$ cat src/rtl/io_debounce.sv
// io_debounce -- input conditioning for board buttons and slide switches.
//
// Each raw pin is brought into clk through a 2-flop synchroniser. It is then
// debounced by a per-bit stability counter. One shared prescaler tick paces
// all of the per-bit counters. The block outputs clean levels. For buttons it
// also outputs 1-cycle press/release pulses.
//
// Build option: IO_DEBOUNCE_BYPASS_EN
//   defined     - no prescaler and no counters; each clean level is the
//                 synchronised pin registered once (3 cycles raw->out).
//                 Intended for fast simulation of downstream software.
//   not defined - full debounce (default).
//
// Parameters:
//   N_BTN     number of push buttons
//   N_SW      number of slide switches
//   TICK_DIV  clk cycles per debounce tick (>=2)
//   DB_TICKS  consecutive ticks a changed input must hold (>=1)
//
// Ports:
//   clk            system clock, rising edge
//   rst_n          synchronous active-low reset
//   btn_raw        asynchronous raw button pins
//   sw_raw         asynchronous raw switch pins
//   btn_db         debounced button levels
//   sw_db          debounced switch levels
//   btn_press      1-cycle pulse per bit, the cycle after btn_db rises
//   btn_release    1-cycle pulse per bit, the cycle after btn_db falls
//   btn_any_press  OR of btn_press, same cycle

`ifndef IO_DEBOUNCE_BYPASS_EN
// Stability filter for one bit. The output level follows the synchronised
// input only after the input has differed from it across DB_TICKS
// consecutive ticks. Any return to the current level clears the progress.
module io_debounce_bit #(
    parameter int DB_TICKS = 1000,
    parameter int CW       = $clog2(DB_TICKS + 1)
) (
    input  logic clk,
    input  logic rst_n,
    input  logic tick,
    input  logic sync,
    output logic level
);
    logic [CW-1:0] cnt;

    always_ff @(posedge clk) begin
        if (!rst_n) begin
            level <= 1'b0;
            cnt   <= '0;
        end else if (sync == level) begin
            // Glitch back to the current level restarts the filter.
            cnt <= '0;
        end else if (tick) begin
            if (cnt == CW'(DB_TICKS - 1)) begin
                level <= sync;
                cnt   <= '0;
            end else begin
                cnt <= cnt + 1'b1;
            end
        end
    end
endmodule
`endif

module io_debounce #(
    parameter int N_BTN    = 5,
    parameter int N_SW     = 16,
    parameter int TICK_DIV = 1000,
    parameter int DB_TICKS = 1000
) (
    input  logic             clk,
    input  logic             rst_n,
    input  logic [N_BTN-1:0] btn_raw,
    input  logic [N_SW-1:0]  sw_raw,
    output logic [N_BTN-1:0] btn_db,
    output logic [N_SW-1:0]  sw_db,
    output logic [N_BTN-1:0] btn_press,
    output logic [N_BTN-1:0] btn_release,
    output logic             btn_any_press
);
    localparam int NB = N_BTN + N_SW;

    // Buttons occupy the low bits, switches the high bits.
    logic [NB-1:0] s1, s2, db_all;
    logic [N_BTN-1:0] btn_prev;

    always_ff @(posedge clk) begin
        if (!rst_n) begin
            s1 <= '0;
            s2 <= '0;
        end else begin
            s1 <= {sw_raw, btn_raw};
            s2 <= s1;
        end
    end

`ifdef IO_DEBOUNCE_BYPASS_EN
    always_ff @(posedge clk) begin
        if (!rst_n) db_all <= '0;
        else        db_all <= s2;
    end
`else
    localparam int PW = $clog2(TICK_DIV);

    logic [PW-1:0] pcnt;
    logic          tick;

    assign tick = (pcnt == PW'(TICK_DIV - 1));

    always_ff @(posedge clk) begin
        if (!rst_n)    pcnt <= '0;
        else if (tick) pcnt <= '0;
        else           pcnt <= pcnt + 1'b1;
    end

    for (genvar i = 0; i < NB; i++) begin : g_bit
        io_debounce_bit #(.DB_TICKS(DB_TICKS)) u_bit (
            .clk   (clk),
            .rst_n (rst_n),
            .tick  (tick),
            .sync  (s2[i]),
            .level (db_all[i])
        );
    end
`endif

    assign btn_db = db_all[N_BTN-1:0];
    assign sw_db  = db_all[N_BTN +: N_SW];

    // Edge detection compares the clean level with its value one cycle
    // earlier. Pulses therefore trail the level change by one cycle.
    always_ff @(posedge clk) begin
        if (!rst_n) begin
            btn_prev      <= '0;
            btn_press     <= '0;
            btn_release   <= '0;
            btn_any_press <= 1'b0;
        end else begin
            btn_prev      <= btn_db;
            btn_press     <= btn_db & ~btn_prev;
            btn_release   <= ~btn_db & btn_prev;
            btn_any_press <= |(btn_db & ~btn_prev);
        end
    end
endmodule

$ cat config.mk
export PLATFORM = sky130hd
export DESIGN_NAME = io_debounce
export DESIGN_NICKNAME = d
export VERILOG_FILES = /design/src/rtl/io_debounce.sv
export SDC_FILE = /design/constraint.sdc
export NUM_CORES = 1
export LEC_CHECK = 0
export ABC_AREA = 1
export CAP_MARGIN = 20
export CORE_MARGIN = 5
export CORE_UTILIZATION = 25
export CTS_BUF_LIST = sky130_fd_sc_hd__clkbuf_16
export CTS_CLUSTER_DIAMETER = 80
export DETAILED_ROUTE_END_ITERATION = 7
export GPL_ROUTABILITY_DRIVEN = 0
export SLEW_MARGIN = 0
export SYNTH_ARGS = -nofsm -noshare
export SYNTH_HDL_FRONTEND = slang
export SYNTH_HIERARCHICAL = 1
export SYNTH_SLANG_ARGS = --single-unit
$ cat constraint.sdc
create_clock -name clk -period 12.5 [get_ports clk]
set_clock_uncertainty 0.05 [all_clocks]
set_input_delay 2.5 -clock clk [delete_from_list [all_inputs] [get_ports clk]]
set_output_delay 2.5 -clock clk [all_outputs]
set_load 0.02 [all_outputs]
==> out/summary.txt <==
Reg2Reg Depth = 11
CTS clk-pin slew, worst paths = 0.06 ns
final-layout fill cell count = 6153
post-layout minimum cycle time = 4.17 ns
Largest delay share family, worst path = buffers and inverters
Die X-Extent = 248 µm
share of cells above drive strength 1 = 10.3%
number of synthesized register bits = 299
Synth Cell Area = 14200 µm²
final worst slack = 8.33 ns
CTS buffer count = 34
Rows = 87
met2 WL = 11200 µm
Min-Delay Path Depth = 2
Initial Util = 25.2%
pin count of the biggest net entering global routing = 71
CTS Buffer Depth = 3
Post-CTS Hold Buffers = 0
H-tree depth = 2
fin area = 16800 µm²
CP Data Required Time = 9.95 ns
MaxCap Viol Count = 0
post-route insts no fill = 2873
Cells after Synth = 2005
Root Driver = clkbuf_16
CP arrival = 1.62 ns
crit path kind = flop to output port
CP Launch Type = flop
CP Capture Type = output port
utilization after layout = 29.8%
nets@finish = 2136
worst min path class = flop to flop
Antenna diodes = 0
All-Layer GR Usage = 8.74%
Setup Fix Bufs, Post-CTS = 0
drt pass-1 iters = 5
Top Metal Used = met4
Leak = 0.00594 µW
Slowest cell on crit path = clkdlybuf4s50_1
IR drop worst, VDD = 98.6 µV
worst-path fanout max = 7
Area Growth Syn to Fin = 18.2%
CP Buf/Inv Count = 1
Flop pwr share = 48.7%
TritonCTS clock tree = built
met1 WL = 13900 µm
internal power = 1570 µW
Avg Cell Area, Syn = 7.08 µm²
final setup vio count = 0
CORE AREA = 56400 µm²
Setup TNS = 0 ns
Via density = 4.06
port buffer count = 54
WL per Instance = 9.33 µm
DP Area = 15700 µm²
unrepaired setup endpoints after global routing = false
Comb power frac = 1.6%
Cell variety after synth = 25
final hold vios = 0
chip height = 248 µm
final WL = 26800 µm
Detail Route Antenna Nets = 0
Ports = 55
switching part of the total power = 20.7%
initial antenna violation count = 0
Die ar. = 61700 µm²
Worst-Margin Slew = 0.858 ns
max incr delay on CP = 0.66 ns
clk sinks = 299
Max Clk Rate = 240 MHz
Starting DRT DRC Count = 493
critical path depth = 1
# DRC = 0
outcome = completed
dpl hpwl = 18900 µm
metal3 WL = 1290 µm
Slew Viols, Final = 0
worst skew pair latency = 0.50 ns
syn nets = 2050
Synth warnings = 6
Clock power frac = 49.7%
post-synthesis sequential area ratio = 42.1%
global route overflow = 0
Critical Path, Cell by Cell = clkdlybuf4s50_1
Cell Pwr Density = 118 nW/µm²
crit share post-route = 33.4%
routed via count = 11700
DP Cell Count = 2811
Slew Limit Headroom = 42.8%
post_cts resized = 0
dpl ws = 8.09 ns
vias in the first global route = 10800
first-pass GRT wire length = 47700 µm
Net Switching = 410 µW
==> cells by family after synthesis <==
kind of cell	Yosys count	synth area share, %
AOI/OAI and AO/OA	152	6.77
DFF	299	42.1
adders and majority gates	22	1.94
xor gates and xnor gates	45	2.77
buffers and inverters	275	7.34
and+or+nand+nor	1212	39.0
==> cell usage after synthesis (all sizes together) <==
master	n	area [µm²]
nand3	110	673
a21oi	109	561
o22ai	1	6.26
o21bai	42	394
inv	269	1010
ha	22	275
nor3	65	325
nor2	399	1840
buf	6	32.5
xor2	22	193
nand4	21	131
dfxtp	299	5990
xnor2	23	201
nand2	595	2410
nand3b	22	165
==> path summary, 6_finish.rpt <==
path / slack (ns) / startpoint / to
max: 8.33 / g_bit[3].u_bit/level / btn_db[3]
min: 0.36 / s1[19] / s2[19]
max reg2reg: 9.35 / pcnt[0] / g_bit[9].u_bit/cnt[3]
min reg2reg: 0.36 / s1[19] / s2[19]
==> metrics by stage <==
step	hold WS, ns	total power (µW)
final	0.358	1980
after global routing	0.375	2070
after CTS	0.360	2020
after detailed placement	0.346	1020
after global placement	0.345	1020
after floorplan	0.340	1000
==> metal layers <==
| layer | vias to the layer above | global-route usage (%) |
|---|---|---|
| met5 | - | 0 |
| met4 | 0 | 2.01 |
| met3 | 34 | 2.25 |
| met2 | 132 | 13.9 |
| met1 | 5073 | 11.9 |
| li1 | 6426 | - |
==> sequential cells by signal, summed over array words and instances (netlist names) <==
| name | count |
|---|---|
| btn_release | 5 |
| btn_prev | 5 |
| g_bit.u_bit/cnt | 210 |
| s1 | 21 |
| s2 | 21 |
| btn_press | 5 |
| g_bit.u_bit/level | 21 |
| btn_any_press | 1 |
| pcnt | 10 |
==> cells in the final DEF (no fill, tap or decap), types with 22 or more instances in the layout <==
cell type,Yosys,final
nand3b_1,22,22
nor2_4,44,44
dfxtp_1,299,299
clkdlybuf4s50_1,0,53
nand3_1,87,87
nor2_1,350,350
xnor2_1,23,23
xor2_1,22,22
inv_1,267,273
nor3_1,65,65
nand2_1,530,530
nand3_2,22,22
ha_1,22,22
a21oi_1,105,105
clkbuf_16,0,37
nand2_2,64,64
==> power groups by stage <==
stage                     clock network, µW  registers (µW)  logic, µW
after floorplan                           0             984       18.5
after global placement                    0             985       32.2
after detailed placement                  0             985       32.2
after CTS                              1030             964       32.4
after global routing                   1070             964       36.6
final                                   984             964       31.5
==> worst min-delay path: stages, from the launching register on <==
cell and delay (ns):
dfxtp_1 0.30, nand2_1 0.05, inv_1 0.04
==> area by class of cell <==
cell class | count | area (µm²) | area share, %
multi-input combinational | 1431 | 7180 | 42.7
sequential | 299 | 5990 | 35.6
inverter | 269 | 1010 | 6.03
tap | 756 | 946 | 5.63
clock buffer | 37 | 926 | 5.51
timing repair buffer | 56 | 553 | 3.29
clock inverter | 25 | 196 | 1.17
Note: power is estimated with default switching activity, not from simulation.
